### src/rtl/i2c_target_fsm.sv
// I2C target with a 7-bit address, synchronized SCL/SDA, and byte-level rx/tx handshakes.
// Define I2C_TARGET_CLK_STRETCH_EN to hold SCL low in TX_LOAD until tx_valid arrives.
module i2c_target_fsm #(
  parameter int SYNC_STAGES = 2
) (
  input  logic       clk,
  input  logic       rst_,
  input  logic       scl_i,
  input  logic       sda_i,
  input  logic [6:0] own_addr,
  input  logic [7:0] tx_data,
  input  logic       tx_valid,
  output logic       tx_ack,
  output logic [7:0] rx_data,
  output logic       rx_valid,
  output logic       sda_oen,
  output logic       scl_oen,
  output logic       busy,
  output logic       addressed,
  output logic       rw,
  output logic       nack_rcvd,
  output logic [2:0] state_dbg
);
  typedef enum logic [2:0] {
    IDLE, ADDR, ADDR_ACK, RX_BYTE, RX_ACK, TX_LOAD, TX_BYTE, TX_ACK
  } state_t;

  logic [SYNC_STAGES-1:0] scl_sync, sda_sync;
  logic scl_prev, sda_prev;
  logic scl_s, sda_s;
  logic scl_rise, scl_fall, sda_rise, sda_fall;
  logic start_det, stop_det;

  always_ff @(posedge clk) begin
    if (rst_) begin
      scl_sync <= '1;
      sda_sync <= '1;
      scl_prev <= 1'b1;
      sda_prev <= 1'b1;
    end else begin
      scl_sync <= {scl_sync[SYNC_STAGES-2:0], scl_i};
      sda_sync <= {sda_sync[SYNC_STAGES-2:0], sda_i};
      scl_prev <= scl_s;
      sda_prev <= sda_s;
    end
  end

  assign scl_s     = scl_sync[SYNC_STAGES-1];
  assign sda_s     = sda_sync[SYNC_STAGES-1];
  assign scl_rise  = scl_s & ~scl_prev;
  assign scl_fall  = ~scl_s & scl_prev;
  assign sda_rise  = sda_s & ~sda_prev;
  assign sda_fall  = ~sda_s & sda_prev;
  // SCL must be high on both sides of the SDA edge to count as START/STOP.
  assign start_det = sda_fall & scl_s & scl_prev;
  assign stop_det  = sda_rise & scl_s & scl_prev;

  state_t     state, state_d;
  logic [3:0] bit_cnt, bit_cnt_d;
  logic [6:0] shreg, shreg_d;
  logic [6:0] addr_q, addr_d;
  logic       sda_oen_d, scl_oen_d, busy_d, addressed_d, rw_d;
  logic [7:0] rx_data_d;
  logic       rx_valid_d, tx_ack_d, nack_d;

  always_ff @(posedge clk) begin
    if (rst_) begin
      state     <= IDLE;
      bit_cnt   <= 4'd0;
      shreg     <= 7'd0;
      addr_q    <= 7'd0;
      sda_oen   <= 1'b0;
      scl_oen   <= 1'b0;
      busy      <= 1'b0;
      addressed <= 1'b0;
      rw        <= 1'b0;
      rx_data   <= 8'h00;
      rx_valid  <= 1'b0;
      tx_ack    <= 1'b0;
      nack_rcvd <= 1'b0;
    end else begin
      state     <= state_d;
      bit_cnt   <= bit_cnt_d;
      shreg     <= shreg_d;
      addr_q    <= addr_d;
      sda_oen   <= sda_oen_d;
      scl_oen   <= scl_oen_d;
      busy      <= busy_d;
      addressed <= addressed_d;
      rw        <= rw_d;
      rx_data   <= rx_data_d;
      rx_valid  <= rx_valid_d;
      tx_ack    <= tx_ack_d;
      nack_rcvd <= nack_d;
    end
  end

  // Handshakes: tx_ack pulses on the cycle after the clock edge where tx_valid was
  // taken together with tx_data; rx_valid pulses for one cycle with rx_data already valid.
  always_comb begin
    state_d     = state;
    bit_cnt_d   = bit_cnt;
    shreg_d     = shreg;
    addr_d      = addr_q;
    sda_oen_d   = sda_oen;
    scl_oen_d   = scl_oen;
    busy_d      = busy;
    addressed_d = addressed;
    rw_d        = rw;
    rx_data_d   = rx_data;
    rx_valid_d  = 1'b0;
    tx_ack_d    = 1'b0;
    nack_d      = 1'b0;

    if (start_det) begin
      state_d     = ADDR;
      bit_cnt_d   = 4'd0;
      addr_d      = own_addr;
      busy_d      = 1'b1;
      addressed_d = 1'b0;
      sda_oen_d   = 1'b0;
      scl_oen_d   = 1'b0;
    end else if (stop_det) begin
      state_d     = IDLE;
      bit_cnt_d   = 4'd0;
      busy_d      = 1'b0;
      addressed_d = 1'b0;
      sda_oen_d   = 1'b0;
      scl_oen_d   = 1'b0;
    end else begin
      case (state)
        ADDR: if (scl_rise) begin
          shreg_d   = {shreg[5:0], sda_s};
          bit_cnt_d = bit_cnt + 4'd1;
          if (bit_cnt == 4'd7) begin
            if (shreg == addr_q) begin
              addressed_d = 1'b1;
              rw_d        = sda_s;
              state_d     = ADDR_ACK;
            end else begin
              state_d = IDLE;
            end
          end
        end
        // First fall after the byte starts the ACK, the next fall ends it.
        ADDR_ACK, RX_ACK: if (scl_fall) begin
          if (!sda_oen) begin
            sda_oen_d = 1'b1;
          end else begin
            sda_oen_d = 1'b0;
            bit_cnt_d = 4'd0;
            state_d   = (state == ADDR_ACK && rw) ? TX_LOAD : RX_BYTE;
          end
        end
        RX_BYTE: if (scl_rise) begin
          shreg_d   = {shreg[5:0], sda_s};
          bit_cnt_d = bit_cnt + 4'd1;
          if (bit_cnt == 4'd7) begin
            rx_data_d  = {shreg, sda_s};
            rx_valid_d = 1'b1;
            state_d    = RX_ACK;
          end
        end
        // Entered just after an SCL fall, so bit 7 goes out while SCL is still low.
        TX_LOAD: begin
          if (tx_valid) begin
            shreg_d   = tx_data[6:0];
            sda_oen_d = ~tx_data[7];
            tx_ack_d  = 1'b1;
            bit_cnt_d = 4'd0;
            scl_oen_d = 1'b0;
            state_d   = TX_BYTE;
          end else begin
`ifdef I2C_TARGET_CLK_STRETCH_EN
            scl_oen_d = 1'b1;
`else
            shreg_d   = 7'h7F;
            sda_oen_d = 1'b0;
            bit_cnt_d = 4'd0;
            state_d   = TX_BYTE;
`endif
          end
        end
        TX_BYTE: begin
          if (scl_rise) begin
            bit_cnt_d = bit_cnt + 4'd1;
          end else if (scl_fall) begin
            if (bit_cnt == 4'd8) begin
              sda_oen_d = 1'b0;
              state_d   = TX_ACK;
            end else begin
              sda_oen_d = ~shreg[6];
              shreg_d   = {shreg[5:0], 1'b0};
            end
          end
        end
        TX_ACK: begin
          if (scl_rise && sda_s) begin
            nack_d      = 1'b1;
            addressed_d = 1'b0;
            state_d     = IDLE;
          end else if (scl_fall) begin
            state_d = TX_LOAD;
          end
        end
        default: ;
      endcase
    end
  end

  assign state_dbg = state;
endmodule

### config.mk
export PLATFORM = sky130hd
export DESIGN_NAME = i2c_target_fsm
export DESIGN_NICKNAME = d
export VERILOG_FILES = /design/src/rtl/i2c_target_fsm.sv
export SDC_FILE = /design/constraint.sdc
export NUM_CORES = 1
export LEC_CHECK = 0
export ABC_AREA = 0
export CAP_MARGIN = 20
export CORE_UTILIZATION = 58
export CTS_BUF_LIST = sky130_fd_sc_hd__clkbuf_2 sky130_fd_sc_hd__clkbuf_4 sky130_fd_sc_hd__clkbuf_8
export CTS_CLUSTER_DIAMETER = 50
export DETAILED_ROUTE_END_ITERATION = 6
export GPL_TIMING_DRIVEN = 1
export PLACE_DENSITY = 0.87
export SLEW_MARGIN = 20
export SYNTH_ARGS = -nofsm -noshare
export SYNTH_HDL_FRONTEND = slang
export SYNTH_SLANG_ARGS = --single-unit
### constraint.sdc
create_clock -name clk -period 3.6 [get_ports clk]
set_input_delay 0.36 -clock clk [delete_from_list [all_inputs] [get_ports clk]]
set_output_delay 0.36 -clock clk [all_outputs]
set_load 0.01 [all_outputs]
* Yosys cells after proc, flatten, opt, wreduce, memory -nomap -nowiden
Index checks and enable logic that the tools add are counted.
Operators by class: magnitude comparators 0, divide/modulo/power cells 0, shifts and indexed selects 0, add/sub/neg operators 1, equality and inequality tests 35, bitwise gates (word level) 20, reductions and logical operators 24, multiply operators 0, multiplexer cells 43
Operator list (number):
- $mux W3 | 12
- $ne A4 B4 Y1 const B | 9
- $mux W7 | 5
- $ne A2 B2 Y1 const B | 12
- $reduce_and A11 Y1 | 2
- $pmux W7 S3 | 1
- $pmux W3 S6 | 1
- $mux W1 | 17
- $eq A3 B3 Y1 const B | 4
- $mux W4 | 3
- $not A1 Y1 | 12
- $pmux W4 S3 | 1
- $reduce_and A5 Y1 | 2
- $reduce_bool A3 Y1 | 3
- $and A1 B1 Y1 | 8
- $reduce_and A4 Y1 | 2
- $reduce_bool A8 Y1 | 1
- $reduce_or A4 Y1 | 2
- $eq A7 B7 Y1 | 1
- $reduce_and A7 Y1 | 1
- $eq A3 B2 Y1 const B | 2
- $reduce_and A6 Y1 | 1
- $reduce_bool A6 Y1 | 1
- $reduce_or A3 Y1 | 2
- other kinds (14) | 18
Word-level totals: ROM bits 0, memory bits (writable) 0, latch bits 0, input bits 20, word-level logic and storage cells 140, memories kept 0, bits in registers 42, output and inout bits 19

* Longest topological paths before layout
depth in word-level cells 8, depth in mapped cells 8, mapped depth without buffers 7

* Worst setup path after synthesis
OpenSTA, ideal clock, no wires.
kind register to register, start point register state[1] (netlist: state_dbg[1]), end point register shreg[3], arrival time 1.446 ns, slack 2.027 ns, period minus slack after synthesis 1.573 ns, setup time 0.128 ns, required time 3.472 ns, buffers on the path 1, stages on the path, launching flop included 7, cells stage by stage dfxtp_1 > buf_2 > and2b_1 > a41oi_2 > o22ai_4 > mux2i_1 > nor2_1
On the way: cells in the longest elaborated chain, start to end 4, elaborated cells between the ends (all ways) 12, classes of those cells eq/ne (8); mux (1); reduce/logical (3)
Ends and longest elaborated chain:
- from (decl) | RTL line 58 | state_t state, state_d;
- from (signal assigned) | RTL line 82 | state <= state_d;
- $eq A3 B2 Y1 or $eq A3 B1 Y1 (tied branches) | RTL line 131 | case (state)
- $reduce_or A2 Y1 (no line)
- $ne A2 B1 Y1 (no line) or $reduce_bool A3 Y1 (tied branches)
- $reduce_and A7 Y1 (no line)
- to (signal assigned) | RTL line 84 | shreg <= shreg_d;
- to (decl) | RTL line 60 | logic [6:0] shreg, shreg_d;
Parallel ways exist; a longest one is shown, timed or not. A chain may end at the register's enable or synchronous reset.

* Final worst setup path
start point register state[2] (netlist: state_dbg[2]), end point register shreg[2]
The elaborated chain is that of the path after synthesis.

==> run summary <==
Post-Syn Nets -> 280
Root buffer cell -> clkbuf_8
I/O pins -> 39
Final WS setup -> 1400 ps
First DRT Iteration DRCs -> 136
DP Area -> 2500 um2
1st-pass router iterations -> 4
Cell leakage power -> 1.03 nW
Pins Over Slew Limit -> 0
Distinct cell type count after synthesis -> 48
Die Span Y -> 62.9 um
Syn avg cell area -> 8.34 um2
DR WL/cell -> 14.1 um
Final setup viols -> 0
Metal3 WL -> 395 um
Met2 WL -> 2030 um
Max_cap viols -> 0
Combinational Power Share -> 7.6%
Setup Skew -> 8.71 ps
Antenna violations before repair -> 0
Most frequent cells in the layout -> 42 x dfxtp_1, 37 x clkdlybuf4s50_1, 33 x nor2_1, 22 x nand2_1, 21 x a21oi_1
Clock Tree Buf Depth -> 2
Switching power -> 203 uW
Gp weighted congestion -> 0.992
Slowest CP cell -> dfxtp_1
Final Core Density -> 75.2%
Slew margin rel. -> 58.4%
Cts repair resizes -> 0
TritonCTS Buffers -> 5
Max Clk Rate -> 0.455 GHz
Fillers -> 271
First-pass GRT wire length -> 8080 um
Nets -> 308
Core Rows -> 21
Power Density -> 326 nW/um2
Switching share of power -> 24.1%
Die Wd -> 62.9 um
CTS Sinks -> 42
Skew-Pair Late Insertion Delay -> 300 ps
Gate Count Post-Synth -> 258
Ant. Diodes -> 0
Seq/Total Area, Yosys -> 39.1%
I/O Buffers -> 37
P_int -> 641 uW
Period utilisation layout -> 61.1%
Delay-heaviest family, CP -> flip-flops
Worst endpoint data arrival time -> 2390 ps
Final Hold Vio Count -> 0
Status -> finished, final reports clean
Top Metal Used -> met4
Synth warn -> 0
Hpwl dp -> 3300 um
Overall Global Routing Usage -> 26.1%
Register bit count reported by yosys -> 42
DRT met1 WL -> 2160 um
Crit path buf inv count -> 0
DRT Wirelength -> 4680 um
Via count -> 1,886
Clock share of power -> 35.8%
Most common cell after layout, fill and taps aside -> dfxtp_1
Slew @ Worst Pin -> 623 ps
Post-synth EDFFs -> 0
Non-Filler Instances -> 333
CTS tree -> done
Largest net degree at the start of global routing -> 36
Area delta synth->final -> 20.2%
Post-route ant nets -> 0
Dpl ws -> 1440 ps
Clk slew on worst S/H paths -> 90 ps
Vias in the first global route -> 1,788
Hold Path Class -> flop to flop
Synth Cell Area -> 2150 um2
Asr flop ratio synth -> 0%
CP Cell Sequence -> and3b_1 -> a21boi_1 -> o22ai_4 -> mux2i_1 -> nor2_1
Via/cell ratio -> 5.66
Synth Flop Type -> dfxtp_1
DRC Markers -> 0
Max VDD drop -> 0.266 mV
Initial core utilization -> 62.5%
Register share of total power -> 56.6%
H-tree depth reported by CTS -> 2
Placed Instances -> 325
Crit path max fanout -> 18
Post-route minimum period -> 2200 ps
Slowest cell delay on critical path -> 730 ps
# hold bufs at CTS -> 0
Overflow after GRT -> 0
Finished Cell Area -> 2590 um2
Die area -> 3960 um2
Critical path class -> flop to flop
Total negative slack -> 0 ps
Post-CTS setup buffer count -> 0
Setup crit end kind -> flop
RSZ-0062 raised after global routing -> no
Worst setup SP type -> flop
Share of cells above drive strength 1 -> 7.67%
Core area -> 3440 um2
Crit path required time -> 3790 ps
## final cells by class
cell class | instances | area, um2 | share of cell area [%]
inverter | 14 | 52.6 | 2.03
tap | 46 | 57.6 | 2.22
timing repair buffer | 38 | 378 | 14.6
multi-input combinational | 185 | 1170 | 45.2
clock buffer | 5 | 68.8 | 2.66
clock inverter | 3 | 21.3 | 0.822
sequential | 42 | 841 | 32.5
## routing by layer
metal  vias up  global-route usage [%]
li1        945                       -
met1       845                    33.7
met2        90                    40.3
met3         6                    6.39
met4         0                    12.8
met5         -                       0
## registers in the layout, summed over array words and instances (netlist names), 2 cells and up
name / count
rx_data: 8
addr_q: 7
shreg: 7
bit_cnt: 4
state_dbg: 3
scl_sync: 2
sda_sync: 2
## kinds of logic (layout without fill, tap and decap cells)
group	Yosys count	after routing	share of synthesized area [%]
AO/OA/AOI/OAI	58	58	18.3
XOR/XNOR	12	12	4.88
adder cells (fa/ha/maj)	2	2	1.16
buffers and inverters	31	60	6.63
flip-flops	42	42	39.1
multiplexers	16	16	7.44
other	1	1	0.174
AND/OR/NAND/NOR	96	96	22.3
## stage by stage
stage	total power, mW	hold WS, ps
after global routing	0.884	435
final	0.844	412
after floorplan	0.522	389
after detailed placement	0.551	395
after CTS	0.851	413
after global placement	0.551	392
## worst paths after layout
| check | startpoint | to | slack [ps] | cells after the start |
|---|---|---|---|---|
| worst min register to register | scl_sync[0] | scl_sync[1] | 410 | 1 |
| worst max register to register | state_dbg[2] | shreg[2] | 1400 | 5 |
| worst min-delay path | scl_sync[0] | scl_sync[1] | 410 | 1 |
| worst max-delay path | state_dbg[2] | shreg[2] | 1400 | 5 |
## Yosys cell counts, drive strengths merged (7+ instances only)
cell type,count,area [um2]
clkbuf,8,31.3
buf,9,58.8
mux2i,16,160
a21oi,21,105
dfxtp,42,841
or2,7,43.8
nand2,22,82.6
xnor2,9,78.8
inv,14,52.6
o21ai,8,40.0
a31oi,8,50.1
nor2,33,124
## power groups by stage
| stage | registers, mW | clock network, mW | logic [mW] |
|---|---|---|---|
| after floorplan | 0.485 | 0 | 0.0377 |
| after global placement | 0.488 | 0 | 0.0627 |
| after detailed placement | 0.488 | 0 | 0.0630 |
| after CTS | 0.477 | 0.311 | 0.0635 |
| after global routing | 0.479 | 0.335 | 0.0702 |
| final | 0.478 | 0.302 | 0.0639 |
No activity file was read; power rests on OpenSTA's default activity.
